===== config.mk =====
export PLATFORM = sky130hd
export DESIGN_NAME = mdu_hilo_unit
export DESIGN_NICKNAME = d
export VERILOG_FILES = /design/src/rtl/mdu_defs.sv /design/src/rtl/mdu_iter_step.sv /design/src/rtl/mdu_hilo_unit.sv
export SDC_FILE = /design/constraint.sdc
export NUM_CORES = 1
export LEC_CHECK = 0
export CORE_MARGIN = 5
export CORE_UTILIZATION = 40
export CTS_CLUSTER_DIAMETER = 50
export CTS_CLUSTER_SIZE = 14
export DETAILED_ROUTE_END_ITERATION = 6
export PLACE_DENSITY = 0.64
export SKIP_LAST_GASP = 1
export SYNTH_ARGS = -nofsm -noshare
export SYNTH_HDL_FRONTEND = slang
export SYNTH_SLANG_ARGS = --single-unit

===== constraint.sdc =====
create_clock -name clk -period 7.8 [get_ports clk]
set_input_delay 1.56 -clock clk [delete_from_list [all_inputs] [get_ports clk]]
set_output_delay 1.56 -clock clk [all_outputs]
set_load 0.1 [all_outputs]

===== src/rtl/mdu_defs.sv =====
// Shared MDU definitions: op encodings, FSM state encodings and default operand width.
// Divide support is enabled by defining MDU_DIV_EN.
package mdu_defs;

    localparam int MDU_WIDTH = 32;

    typedef enum logic [1:0] {
        MDU_MULT  = 2'b00,
        MDU_MULTU = 2'b01,
        MDU_DIV   = 2'b10,
        MDU_DIVU  = 2'b11
    } mdu_op_e;

    typedef enum logic [1:0] {
        IDLE   = 2'b00,
        RUN    = 2'b01,
        FINISH = 2'b10
    } mdu_state_e;

    function automatic logic op_is_signed(input logic [1:0] op);
        return (op == MDU_MULT) || (op == MDU_DIV);
    endfunction

endpackage


===== src/rtl/mdu_iter_step.sv =====
// One combinational MDU iteration over {acc, opq}: shift-add multiply step or
// restoring-divide step. The divide path exists only when MDU_DIV_EN is defined.
module mdu_iter_step #(
    parameter int WIDTH = 32
) (
`ifdef MDU_DIV_EN
    input  logic             is_div,
`endif
    input  logic [WIDTH-1:0] acc,
    input  logic [WIDTH-1:0] opq,
    input  logic [WIDTH-1:0] operand,
    output logic [WIDTH-1:0] acc_next,
    output logic [WIDTH-1:0] opq_next
);

    logic [WIDTH:0] sum_s;

    // Multiply: add the multiplicand when the current multiplier bit is set.
    assign sum_s = opq[0] ? ({1'b0, acc} + {1'b0, operand}) : {1'b0, acc};

`ifdef MDU_DIV_EN
    logic [WIDTH:0] shl_s;
    logic [WIDTH:0] diff_s;

    // Divide: shift next dividend bit into the remainder and trial-subtract the divisor.
    assign shl_s  = {acc, opq[WIDTH-1]};
    assign diff_s = shl_s - {1'b0, operand};

    // Select the multiply or divide step result.
    always_comb begin
        acc_next = sum_s[WIDTH:1];
        opq_next = {sum_s[0], opq[WIDTH-1:1]};
        if (is_div) begin
            if (!diff_s[WIDTH]) begin
                acc_next = diff_s[WIDTH-1:0];
                opq_next = {opq[WIDTH-2:0], 1'b1};
            end else begin
                acc_next = shl_s[WIDTH-1:0];
                opq_next = {opq[WIDTH-2:0], 1'b0};
            end
        end else begin
            acc_next = sum_s[WIDTH:1];
            opq_next = {sum_s[0], opq[WIDTH-1:1]};
        end
    end
`else
    // Multiply step only: shift the carry and sum right into {acc, opq}.
    always_comb begin
        acc_next = sum_s[WIDTH:1];
        opq_next = {sum_s[0], opq[WIDTH-1:1]};
    end
`endif

endmodule


===== src/rtl/mdu_hilo_unit.sv =====
// Iterative multiply/divide unit with HI/LO result registers and start/busy/done handshake.
// Define MDU_DIV_EN to include DIV/DIVU; otherwise divide ops complete immediately with no effect.
module mdu_hilo_unit
    import mdu_defs::*;
#(
    parameter int WIDTH = MDU_WIDTH,
    parameter int CNT_W = 6
) (
    input  logic             clk,
    input  logic             reset,
    input  logic             start,
    input  logic [1:0]       op,
    input  logic [WIDTH-1:0] rs_val,
    input  logic [WIDTH-1:0] rt_val,
    output logic             busy,
    output logic             done,
    output logic             div_zero,
    output logic [WIDTH-1:0] hi,
    output logic [WIDTH-1:0] lo
);

    mdu_state_e         state_r, state_s;
    logic [CNT_W-1:0]   cnt_r, cnt_s;
    logic               is_div_r, is_div_s;
    logic               neg_res_r, neg_res_s;
    logic [WIDTH-1:0]   acc_r, acc_s, opq_r, opq_s, opd_r, opd_s;
    logic               busy_r, busy_s, done_r, done_s;
    logic [WIDTH-1:0]   hi_r, hi_s, lo_r, lo_s;
    logic [WIDTH-1:0]   acc_step_s, opq_step_s;
    logic [WIDTH-1:0]   rs_abs_s, rt_abs_s;
    logic               sgn_op_s;
    logic [2*WIDTH-1:0] prod_raw_s, prod_neg_s;

    assign sgn_op_s   = op_is_signed(op);
    assign rs_abs_s   = (sgn_op_s && rs_val[WIDTH-1]) ? (~rs_val + WIDTH'(1)) : rs_val;
    assign rt_abs_s   = (sgn_op_s && rt_val[WIDTH-1]) ? (~rt_val + WIDTH'(1)) : rt_val;
    assign prod_raw_s = {acc_r, opq_r};
    assign prod_neg_s = ~prod_raw_s + (2*WIDTH)'(1);

`ifdef MDU_DIV_EN
    logic             neg_rem_r, neg_rem_s, dz_r, dz_s, div_zero_r, div_zero_s;
    logic [WIDTH-1:0] rs_orig_r, rs_orig_s, quo_s, rem_s;

    assign quo_s = neg_res_r ? (~opq_r + WIDTH'(1)) : opq_r;
    assign rem_s = neg_rem_r ? (~acc_r + WIDTH'(1)) : acc_r;

    mdu_iter_step #(.WIDTH(WIDTH)) u_step (
        .is_div   (is_div_r),
        .acc      (acc_r),
        .opq      (opq_r),
        .operand  (opd_r),
        .acc_next (acc_step_s),
        .opq_next (opq_step_s)
    );
`else
    mdu_iter_step #(.WIDTH(WIDTH)) u_step (
        .acc      (acc_r),
        .opq      (opq_r),
        .operand  (opd_r),
        .acc_next (acc_step_s),
        .opq_next (opq_step_s)
    );
`endif

    // Next-state, datapath and output logic for IDLE -> RUN -> FINISH sequencing.
    always_comb begin
        state_s   = state_r;
        cnt_s     = cnt_r;
        is_div_s  = is_div_r;
        neg_res_s = neg_res_r;
        acc_s     = acc_r;
        opq_s     = opq_r;
        opd_s     = opd_r;
        busy_s    = busy_r;
        done_s    = 1'b0;
        hi_s      = hi_r;
        lo_s      = lo_r;
`ifdef MDU_DIV_EN
        neg_rem_s  = neg_rem_r;
        dz_s       = dz_r;
        rs_orig_s  = rs_orig_r;
        div_zero_s = 1'b0;
`endif
        case (state_r)
            IDLE: begin
                if (start) begin
                    is_div_s  = op[1];
                    neg_res_s = sgn_op_s && (rs_val[WIDTH-1] ^ rt_val[WIDTH-1]);
                    cnt_s     = {CNT_W{1'b0}};
                    acc_s     = {WIDTH{1'b0}};
`ifdef MDU_DIV_EN
                    neg_rem_s = sgn_op_s && rs_val[WIDTH-1];
                    dz_s      = (rt_val == {WIDTH{1'b0}});
                    rs_orig_s = rs_val;
                    opq_s     = op[1] ? rs_abs_s : rt_abs_s;
                    opd_s     = op[1] ? rt_abs_s : rs_abs_s;
                    busy_s    = 1'b1;
                    state_s   = RUN;
`else
                    // Divide ops have no datapath here: finish next edge without busy.
                    if (op[1]) begin
                        busy_s  = 1'b0;
                        state_s = FINISH;
                    end else begin
                        opq_s   = rt_abs_s;
                        opd_s   = rs_abs_s;
                        busy_s  = 1'b1;
                        state_s = RUN;
                    end
`endif
                end else begin
                    state_s = IDLE;
                end
            end
            RUN: begin
                acc_s = acc_step_s;
                opq_s = opq_step_s;
                cnt_s = cnt_r + CNT_W'(1);
                if (cnt_r == CNT_W'(WIDTH - 1)) begin
                    state_s = FINISH;
                end else begin
                    state_s = RUN;
                end
            end
            FINISH: begin
                busy_s  = 1'b0;
                done_s  = 1'b1;
                state_s = IDLE;
                if (is_div_r) begin
`ifdef MDU_DIV_EN
                    if (dz_r) begin
                        lo_s       = {WIDTH{1'b1}};
                        hi_s       = rs_orig_r;
                        div_zero_s = 1'b1;
                    end else begin
                        lo_s = quo_s;
                        hi_s = rem_s;
                    end
`else
                    hi_s = hi_r;
                    lo_s = lo_r;
`endif
                end else begin
                    {hi_s, lo_s} = neg_res_r ? prod_neg_s : prod_raw_s;
                end
            end
            default: begin
                busy_s  = 1'b0;
                state_s = IDLE;
            end
        endcase
    end

    // State and datapath registers; reset discards any in-flight operation.
    always_ff @(posedge clk or posedge reset) begin
        if (reset) begin
            state_r   <= IDLE;
            cnt_r     <= {CNT_W{1'b0}};
            is_div_r  <= 1'b0;
            neg_res_r <= 1'b0;
            acc_r     <= {WIDTH{1'b0}};
            opq_r     <= {WIDTH{1'b0}};
            opd_r     <= {WIDTH{1'b0}};
            busy_r    <= 1'b0;
            done_r    <= 1'b0;
            hi_r      <= {WIDTH{1'b0}};
            lo_r      <= {WIDTH{1'b0}};
`ifdef MDU_DIV_EN
            neg_rem_r  <= 1'b0;
            dz_r       <= 1'b0;
            rs_orig_r  <= {WIDTH{1'b0}};
            div_zero_r <= 1'b0;
`endif
        end else begin
            state_r   <= state_s;
            cnt_r     <= cnt_s;
            is_div_r  <= is_div_s;
            neg_res_r <= neg_res_s;
            acc_r     <= acc_s;
            opq_r     <= opq_s;
            opd_r     <= opd_s;
            busy_r    <= busy_s;
            done_r    <= done_s;
            hi_r      <= hi_s;
            lo_r      <= lo_s;
`ifdef MDU_DIV_EN
            neg_rem_r  <= neg_rem_s;
            dz_r       <= dz_s;
            rs_orig_r  <= rs_orig_s;
            div_zero_r <= div_zero_s;
`endif
        end
    end

    assign busy = busy_r;
    assign done = done_r;
    assign hi   = hi_r;
    assign lo   = lo_r;
`ifdef MDU_DIV_EN
    assign div_zero = div_zero_r;
`else
    assign div_zero = 1'b0;
`endif

endmodule


==> insert_results.sql, run 1 <==
INSERT INTO impl_metrics (metric_group, metric, value, unit) VALUES
('status', 'outcome', 'finished, final reports clean', ''),
('die', 'initial_core_utilization', '0.404', ''),
('synth', 'ys_seq_elements', '172', ''),
('critical_path', 'worst_ep_required_time', '8060', 'ps'),
('clocking', 'numClockSinks', '172', ''),
('global_route', 'grt_pass1_wl', '47600', 'µm'),
('clocking', 'post-cts-setup-buffer-count', '0', ''),
('sta', 'whs', '486', 'ps'),
('synth', 'yosysWarnings', '0', ''),
('global_route', 'met2_usage', '0.295', ''),
('critical_path', 'ff2ff_setup_slack', '3980', 'ps'),
('final_layout', 'final_common_cell', 'dfrtp_1', ''),
('final_layout', 'finished_core_util', '0.486', ''),
('min_path', 'worstHoldStart', 'opd_r[0]', ''),
('detailed_routing', 'drt_pre_antenna_iters', '5', ''),
('sta', 'fmaxAchievable', '232', 'MHz'),
('global_route', 'grt_antenna_before_repair', '0', ''),
('final_layout', 'syn_to_final_growth', '20.3', '%'),
('critical_path', 'startpoint_of_the_most_critical_register_to_register_path', 'opq_r[0]', ''),
('critical_path', 'peak_fanout_along_the_critical_path', '68', ''),
('synth', 'synth.avg_cell_area', '8.54', 'µm²'),
('detailed_routing', 'wl_per_cell', '16.9', 'µm'),
('critical_path', 'worstRegToRegCells', '10', ''),
('clocking', 'clock-root-buffer', 'clkbuf_16', ''),
('sta', 'pins_over_their_slew_limit', '0', ''),
('final_layout', 'num-fill-cells', '2559', ''),
('synth', 'edff_count_synth', '0', ''),
('min_path', 'hold_class', 'reg -> reg', ''),
('sta', 'grt_setup_unrepaired', 'false', ''),
('min_path', 'hold_depth', '2', ''),
('sta', 'finalSetupViolCount', '0', ''),
('global_route', 'globalRouteTotalUtil', '0.189', ''),
('detailed_routing', 'ant_nets', '0', ''),
('die', 'dieWidth', '175', 'µm'),
('synth', 'postSynthCellCount', '1268', ''),
('die', 'floorplan_core_area', '0.0268', 'mm²'),
('global_route', 'maximum_number_of_pins_on_one_net_before_global_route_repair', '111', ''),
('synth', 'synth_top_cell_by_area', 'dfrtp_1', ''),
('detailed_routing', 'number_of_remaining_drc_errors', '0', ''),
('global_route', 'top_usage_layer', 'met2', ''),
('final_layout', 'share_of_post_route_cells_with_drive_strength_above_1', '0.0438', ''),
('global_route', 'met1_use_gr', '0.275', ''),
('place', 'place.detailed.hpwl', '21300', 'µm'),
('min_path', 'holdPathEnd', 'opd_r[0]', ''),
('die', 'std_cell_rows', '60', ''),
('die', 'die_area', '0.0305', 'mm²'),
('detailed_routing', 'route.detailed.vias_per_inst', '5.48', ''),
('sta', 'timing.final.hold_violations', '0', ''),
('sta', 'period_share', '0.552', ''),
('place', 'routabilityCongestion', '0.842', ''),
('detailed_routing', 'first_iter_violations', '674', ''),
('sta', 'slew_headroom', '0.293', ''),
('clocking', 'cts-resized-gates', '0', ''),
('global_route', 'met3_usage', '0.0320', ''),
('final_layout', 'num_antenna_cells', '0', ''),
('final_layout', 'commonest_non_fill_non_tap_cells_in_the_layout', '172 x dfrtp_1, 143 x a21oi_1, 141 x o21ai_0, 134 x clkdlybuf4s50_1, 131 x nor2_1', ''),
('synth', 'synthDistinctLibCells', '63', ''),
('detailed_routing', 'number_of_vias_after_detailed_routing', '9381', ''),
('sta', 'fin_tns_setup', '0', 'ps'),
('clocking', 'cts.path.max_buffers', '2', ''),
('detailed_routing', 'route.final.wire_length', '28900', 'µm'),
('synth', 'synth.net_count', '1374', ''),
('synth', 'synth.top_cells.by_area', 'dfrtp_1 40%, xor2_1 7.4%, a21oi_1 6.6%', ''),
('critical_path', 'setup.worst_path.end_class', 'register', ''),
('die', 'top_level_ports', '136', ''),
('die', 'die_y', '175', 'µm'),
('critical_path', 'arrival_time_of_the_worst_setup_path', '4560', 'ps'),
('final_layout', 'num-nets-final', '1465', ''),
('clocking', 'cts_tree', 'done', ''),
('synth', 'ys_async_sr_fraction', '1.00', ''),
('final_layout', 'seq_area', '0.00430', 'mm²');
-- worst max-delay path, cell delays in order --
cell             delay (ps)
clkdlybuf4s50_1         460
o21bai_4                740
a21o_1                  150
buf_4                   430
nand2b_2                910
o21ai_0                 250
-- stage by stage --
stage	setup slack [ps]	std cells	area, µm²
after floorplan	1580	1268	10800
after detailed placement	3000	1681	12400
after CTS	3450	1712	13000
after global placement	3150	1681	12400
after global routing	3170	1712	13000
final	3490	1712	13000
-- state kept, by name, indices dropped and copies added (netlist names) --
register / count
is_div_r: 1
state_r: 2
neg_res_r: 1
opq_r: 32
done: 1
busy: 1
hi: 32
cnt_r: 6
opd_r: 32
acc_r: 32
lo: 32
-- kinds of logic (layout without fill, tap and decap cells) --
group / Yosys count / count (layout) / share of synthesized area
adders and majority gates: 37 / 37 / 0.0435
other: 1 / 1 / 0.000346
DFF: 172 / 172 / 0.398
AOI/OAI and AO/OA: 405 / 405 / 0.220
xor gates and xnor gates: 146 / 146 / 0.118
and+or+nand+nor: 393 / 393 / 0.170
muxes: 16 / 16 / 0.0150
buffers and inverters: 98 / 201 / 0.0354
-- layout make-up --
cell class,count,area share
clock buffers,18,0.0329
inverters,28,0.00845
clock inverters,13,0.0147
multi-input cells,998,0.473
repair buffers,142,0.108
flip-flops and latches,172,0.330
well taps,341,0.0328
-- metal layers --
metal | vias to the layer above | wire [µm]
li1 | 4684 | -
met1 | 4420 | 14000
met2 | 253 | 13000
met3 | 24 | 1530
met4 | 0 | 363
met5 | - | 0
-- how the worst max path moves through the flow --
stage / start / end / slack, ps / depth (start not counted)
after global placement: start / opd_r[29] / 3150 / 6
after global routing: start / opd_r[18] / 3170 / 6
after CTS: start / opq_r[24] / 3450 / 6
after floorplan: reset / acc_r[0] / 1580 / 1
after detailed placement: start / opd_r[21] / 3000 / 6
final: start / opd_r[21] / 3490 / 6
-- cell usage after synthesis, types with 13 or more instances --
cell      instances
o31ai_1          23
clkbuf_1         61
nand2_1         125
ha_1             36
o21ai_0         141
nand2b_1         13
dfrtp_1         172
xor2_1           92
nor3_1           25
a21oi_1         143
nor2_1          132
a22oi_1          24
xnor2_1          54
nor4_1           13
or3_1            13
inv_1            27
or4_1            15
nand3_1          15
a21o_1           13
mux2i_1          14
Power of run 1 is left out: the tool's default activity adds up to more than one toggle a clock period on the data nets, which glitch-free logic cannot reach.
==> run 2, diff against run 1 <==
--- a/config.mk
+++ b/config.mk
@@ -10,7 +10,7 @@
 export CTS_CLUSTER_DIAMETER = 50
 export CTS_CLUSTER_SIZE = 14
 export DETAILED_ROUTE_END_ITERATION = 6
-export PLACE_DENSITY = 0.64
+export PLACE_DENSITY = 0.66
 export SKIP_LAST_GASP = 1
 export SYNTH_ARGS = -nofsm -noshare
 export SYNTH_HDL_FRONTEND = slang
==> constraint.sdc (replaced) <==
create_clock -name clk -period 3.5 [get_ports clk]
set_input_delay 0.7 -clock clk [delete_from_list [all_inputs] [get_ports clk]]
set_output_delay 0.7 -clock clk [all_outputs]
set_load 0.1 [all_outputs]
==> run 2 against run 1 <==
Compared with the run above:
- critical path depth up 2
- register-to-register slack lost 3700 ps
- flip-flop and latch count did not move
==> insert_results.sql, run 2 (synthesis gave the netlist of run 1 again) <==
INSERT INTO impl_metrics (metric_group, metric, value, unit) VALUES
('die', 'die_area', '0.0305', 'mm²'),
('critical_path', 'critical-path-top-cell-by-count', 'or4_4', ''),
('clocking', 'numClockSinks', '172', ''),
('place', 'place.detailed.hpwl', '22400', 'µm'),
('clocking', 'cts_tree', 'done', ''),
('clocking', 'clk_pin_slew', '80', 'ps'),
('sta', 'grt_setup_unrepaired', 'false', ''),
('final_layout', 'final_common_cell', 'dfrtp_1', ''),
('clocking', 'post-cts-setup-buffer-count', '0', ''),
('clocking', 'cts.path.max_buffers', '2', ''),
('die', 'initial_core_utilization', '0.404', ''),
('detailed_routing', 'number_of_vias_after_detailed_routing', '9577', ''),
('critical_path', 'worst_setup_path_startpoint', 'opq_r[26]', ''),
('critical_path', 'worst_ep_required_time', '3810', 'ps'),
('clocking', 'cts-resized-gates', '0', ''),
('detailed_routing', 'drt_pre_antenna_iters', '6', ''),
('critical_path', 'startpoint_of_the_most_critical_register_to_register_path', 'opq_r[26]', ''),
('detailed_routing', 'wl_per_cell', '16.8', 'µm'),
('final_layout', 'num-nets-final', '1494', ''),
('critical_path', 'setup.worst_path.end_class', 'register', ''),
('clocking', 'h-tree-depth', '4', ''),
('sta', 'clock_skew', '13.5', 'ps'),
('detailed_routing', 'route.detailed.vias_per_inst', '5.49', ''),
('final_layout', 'syn_to_final_growth', '22.3', '%'),
('critical_path', 'arrival_time_of_the_worst_setup_path', '3520', 'ps'),
('global_route', 'grt_pass1_vias', '8830', ''),
('min_path', 'hold_class', 'reg -> reg', ''),
('final_layout', 'commonest_non_fill_non_tap_cells_in_the_layout', '172 x dfrtp_1, 143 x a21oi_1, 141 x o21ai_0, 131 x nor2_1, 125 x nand2_1', ''),
('critical_path', 'cp_cell_sequence', 'or4_1, or3_1, or4_4, or4_4, nand3b_4, o31ai_4, xor2_1, a21oi_1', ''),
('detailed_routing', 'number_of_remaining_drc_errors', '0', ''),
('sta', 'timing_worst_slew_pin_value', '1010', 'ps'),
('detailed_routing', 'ant_nets', '0', ''),
('sta', 'fmaxAchievable', '311', 'MHz'),
('place', 'routabilityCongestion', '0.870', ''),
('detailed_routing', 'route.final.wire_length', '29300', 'µm'),
('sta', 'timing.final.hold_violations', '0', ''),
('sta', 'slew_headroom', '0.326', ''),
('global_route', 'grt_antenna_before_repair', '1', ''),
('final_layout', 'seq_area', '0.00430', 'mm²'),
('global_route', 'grt_pass1_wl', '47600', 'µm'),
('clocking', 'cts-buffers-inserted', '17', ''),
('global_route', 'grt-ovfl-total', '0', ''),
('sta', 'finalSetupViolCount', '0', ''),
('final_layout', 'multi_input_area', '0.00615', 'mm²'),
('status', 'outcome', 'finished, final reports clean', ''),
('die', 'dieWidth', '175', 'µm'),
('clocking', 'clock-root-buffer', 'clkbuf_16', ''),
('critical_path', 'setup.worst_path.start_class', 'register', ''),
('die', 'top_level_ports', '136', ''),
('final_layout', 'num-fill-cells', '2557', ''),
('critical_path', 'timing_worst_setup_path_type', 'reg -> reg', ''),
('die', 'std_cell_rows', '60', ''),
('critical_path', 'slowest_delay', '570', 'ps'),
('final_layout', 'share_of_post_route_cells_with_drive_strength_above_1', '0.0778', ''),
('min_path', 'worstHoldStart', 'opd_r[28]', ''),
('die', 'die_y', '175', 'µm'),
('clocking', 'clock_latency', '440', 'ps'),
('clocking', 'holdBufCountCts', '0', ''),
('critical_path', 'peak_fanout_along_the_critical_path', '9', ''),
('global_route', 'maximum_number_of_pins_on_one_net_before_global_route_repair', '63', ''),
('sta', 'pins_over_their_slew_limit', '0', ''),
('run', 'timing.max_cap.violations', '0', ''),
('global_route', 'globalRouteTotalUtil', '0.191', ''),
('sta', 'fin_tns_setup', '0', 'ps'),
('sta', 'whs', '491', 'ps'),
('sta', 'period_share', '0.918', ''),
('detailed_routing', 'first_iter_violations', '765', ''),
('critical_path', 'timing.critical_path.slowest_stage_cell', 'or4_4', ''),
('die', 'floorplan_core_area', '0.0268', 'mm²'),
('place', 'port-buffer-count', '134', ''),
('sta', 'period_needed', '3210', 'ps');
## run 2: routing by layer
layer | GRT usage | routed length (µm) | vias up
li1 | - | - | 4761
met1 | 0.304 | 14900 | 4446
met2 | 0.265 | 11900 | 333
met3 | 0.0265 | 1950 | 37
met4 | 0.0570 | 614 | 0
met5 | 0 | 0 | -
## run 2: final timing paths
path                        endpoint  slack (ps)  cells past startpoint
max in group asynchronous  opq_r[26]        2030                      3
min in group asynchronous     hi[11]         730                      2
min reg2reg                opd_r[28]         490                      2
max                           hi[27]         290                      8
max reg2reg                   hi[27]         290                      8
min                        opd_r[28]         490                      2
## run 2: worst max-delay path: cells and delay by family (launching register included)
family | cells | cell delay [ps]
XOR/XNOR | 1 | 180
AO/OA/AOI/OAI | 2 | 290
flip-flops | 1 | 410
AND/OR/NAND/NOR | 5 | 2220
## run 2: layout make-up
type | count | area share
well taps | 341 | 0.0322
inverters | 28 | 0.00822
clock inverters | 15 | 0.0146
clock buffers | 17 | 0.0321
diodes | 1 | 0.000189
multi-input cells | 998 | 0.465
flip-flops and latches | 172 | 0.325
repair buffers | 171 | 0.123
## run 2: metrics by stage
step / instance area (µm²) / instances / util / worst slack, ps
2_1_floorplan: 10800 / 1268 / - / 437
3_3_place_gp: 12600 / 1710 / 0.471 / 348
3_5_place_dp: 12600 / 1710 / 0.471 / 293
4_1_cts: 13200 / 1742 / 0.494 / 296
5_1_grt: 13200 / 1743 / 0.494 / 136
6_report: 13200 / 1743 / 0.494 / 286
Power of run 2 is left out for the same reason.
==> run 3, diff against run 2 <==
--- a/config.mk
+++ b/config.mk
@@ -10,7 +10,7 @@
 export CTS_CLUSTER_DIAMETER = 50
 export CTS_CLUSTER_SIZE = 14
 export DETAILED_ROUTE_END_ITERATION = 6
-export PLACE_DENSITY = 0.66
+export PLACE_DENSITY_LB_ADDON = 0.25
 export SKIP_LAST_GASP = 1
 export SYNTH_ARGS = -nofsm -noshare
 export SYNTH_HDL_FRONTEND = slang
==> run 3 against run 2 <==
Compared with the run above:
- fmax fell by 0.36%
- utilization about the same
- final area about the same
- clock skew is 2.0 ps lower
- non-clock buffer count rose by 1
- cell count unchanged
- critical path type unchanged
- via count down 0.40%
- worst setup slack got worse by 12 ps
==> insert_results.sql, run 3 (synthesis gave the netlist of run 1 again) <==
INSERT INTO impl_metrics (metric_group, metric, value, unit) VALUES
('status', 'outcome', 'finished, final reports clean', ''),
('die', 'initial_core_utilization', '0.404', ''),
('sta', 'fin_tns_setup', '0', 'ps'),
('global_route', 'grt-ovfl-total', '0', ''),
('detailed_routing', 'route.final.wire_length', '28700', 'µm'),
('critical_path', 'setup.worst_path.end_class', 'register', ''),
('global_route', 'maximum_number_of_pins_on_one_net_before_global_route_repair', '63', ''),
('die', 'die_y', '175', 'µm'),
('sta', 'pins_over_their_slew_limit', '0', ''),
('final_layout', 'num-fill-cells', '2566', ''),
('final_layout', 'final_common_cell', 'dfrtp_1', ''),
('detailed_routing', 'wl_per_cell', '16.4', 'µm'),
('global_route', 'grt_pass1_vias', '9037', ''),
('critical_path', 'cp_cell_sequence', 'or3_4, or4_1, or4_4, or2_4, or3_4, o41ai_2, xor2_1, a21oi_1', ''),
('global_route', 'grt_antenna_before_repair', '0', ''),
('die', 'dieWidth', '175', 'µm'),
('place', 'post_dp_cell_area', '0.0126', 'mm²'),
('detailed_routing', 'drt_pre_antenna_iters', '6', ''),
('clocking', 'numClockSinks', '172', ''),
('sta', 'finalSetupViolCount', '0', ''),
('final_layout', 'num_antenna_cells', '0', ''),
('critical_path', 'startpoint_of_the_most_critical_register_to_register_path', 'opq_r[28]', ''),
('final_layout', 'syn_to_final_growth', '22.2', '%'),
('sta', 'slew_headroom', '0.323', ''),
('critical_path', 'arrival_time_of_the_worst_setup_path', '3530', 'ps'),
('die', 'die_area', '0.0305', 'mm²'),
('critical_path', 'timing_worst_setup_path_type', 'reg -> reg', ''),
('sta', 'timing.final.hold_violations', '0', ''),
('sta', 'whs', '488', 'ps'),
('clocking', 'clock-root-buffer', 'clkbuf_16', ''),
('final_layout', 'num-nets-final', '1495', ''),
('place', 'place.detailed.hpwl', '21800', 'µm'),
('critical_path', 'worstRegToRegCells', '8', ''),
('min_path', 'hold_class', 'reg -> reg', ''),
('clocking', 'clk_pin_slew', '70', 'ps'),
('min_path', 'worstHoldStart', 'opd_r[4]', ''),
('min_path', 'hold_depth', '2', ''),
('clocking', 'clock_latency', '430', 'ps'),
('detailed_routing', 'number_of_vias_after_detailed_routing', '9539', ''),
('critical_path', 'peak_fanout_along_the_critical_path', '5', ''),
('global_route', 'globalRouteTotalUtil', '0.187', ''),
('sta', 'fmaxAchievable', '310', 'MHz'),
('sta', 'grt_setup_unrepaired', 'false', ''),
('clocking', 'holdBufCountCts', '0', ''),
('sta', 'clock_skew', '11.5', 'ps'),
('die', 'floorplan_core_area', '0.0268', 'mm²'),
('sta', 'period_needed', '3230', 'ps'),
('run', 'timing.max_cap.violations', '0', ''),
('clocking', 'h-tree-depth', '4', ''),
('critical_path', 'path_delay_family', 'simple AND/OR/NAND/NOR gates', ''),
('final_layout', 'design_area', '0.0132', 'mm²'),
('critical_path', 'timing.critical_path.slowest_stage_cell', 'or4_4', ''),
('clocking', 'cts-buffers-inserted', '17', ''),
('clocking', 'post-cts-setup-buffer-count', '0', ''),
('critical_path', 'setup.worst_path.start_class', 'register', ''),
('final_layout', 'commonest_non_fill_non_tap_cells_in_the_layout', '172 x dfrtp_1, 143 x a21oi_1, 141 x o21ai_0, 131 x nor2_1, 125 x nand2_1', ''),
('critical_path', 'ff2ff_setup_slack', '270', 'ps'),
('die', 'top_level_ports', '136', ''),
('sta', 'timing_worst_slew_pin_value', '1010', 'ps'),
('place', 'routabilityCongestion', '0.879', ''),
('place', 'port-buffer-count', '134', ''),
('sta', 'period_share', '0.922', ''),
('detailed_routing', 'ant_nets', '0', ''),
('critical_path', 'worst_ep_required_time', '3800', 'ps'),
('critical_path', 'timing.rr.end', 'hi[16]', ''),
('global_route', 'grt_pass1_wl', '47000', 'µm'),
('detailed_routing', 'number_of_remaining_drc_errors', '0', ''),
('clocking', 'cts-resized-gates', '0', ''),
('critical_path', 'path_buf_inv', '0', ''),
('final_layout', 'share_of_post_route_cells_with_drive_strength_above_1', '0.0849', ''),
('critical_path', 'slowest_delay', '530', 'ps'),
('detailed_routing', 'first_iter_violations', '633', ''),
('die', 'std_cell_rows', '60', ''),
('detailed_routing', 'route.detailed.vias_per_inst', '5.47', ''),
('critical_path', 'critical-path-top-cell-by-count', 'or3_4', ''),
('final_layout', 'final_cell_count_no_fill', '1743', ''),
('place', 'placed_cells', '1711', ''),
('clocking', 'cts.path.max_buffers', '2', ''),
('clocking', 'cts_tree', 'done', ''),
('min_path', 'holdPathEnd', 'opd_r[4]', '');
-- run 3: changes by cell type in the layout (fill, tap and decap cells not counted), sizes merged --
| cell | change |
|---|---|
| buf | +12 |
| clkdlybuf4s50 | -11 |
| inv | -8 |
| clkbuf | +3 |
| bufinv | +2 |
| clkinv | +2 |
| clkinvlp | +1 |
| diode | -1 |
-- run 3: final cells by class --
type / count / area, µm² / area share
clock buffers: 20 / 447 / 0.0338
inverters: 28 / 109 / 0.00823
flip-flops and latches: 172 / 4300 / 0.325
repair buffers: 172 / 1600 / 0.121
clock inverters: 12 / 188 / 0.0142
multi-input cells: 998 / 6150 / 0.465
well taps: 341 / 427 / 0.0322
-- run 3: per-layer routing --
metal	wire length [µm]	track usage	vias up
met5	0	0	-
met4	523	0.0462	0
met3	1400	0.0298	33
met2	12800	0.293	242
met1	14000	0.271	4512
li1	-	-	4752
-- run 3: worst max-delay path by stage --
stage                          from         to  slack (ps)  cells after the start
final                     opq_r[28]     hi[16]         270                      8
after global routing      opq_r[26]     hi[16]         130                      8
after CTS                 opq_r[26]     hi[16]         290                      8
after detailed placement  rs_val[8]  opd_r[29]         190                     10
after global placement    rs_val[8]  opd_r[29]         220                     10
after floorplan           opq_r[26]     hi[27]         440                      9
-- run 3: tightest hold or removal path: stages, from the launching register on --
cell,delay (ps)
dfrtp_1,350
nand2_1,50
o21ai_0,60
-- run 3: metrics by stage --
stage | utilization | worst slack (ps)
finish | 0.494 | 274
global route | 0.494 | 126
CTS | 0.494 | 289
detailed placement | 0.470 | 186
global placement | 0.470 | 218
floorplan | - | 437
Power of run 3 is left out for the same reason.
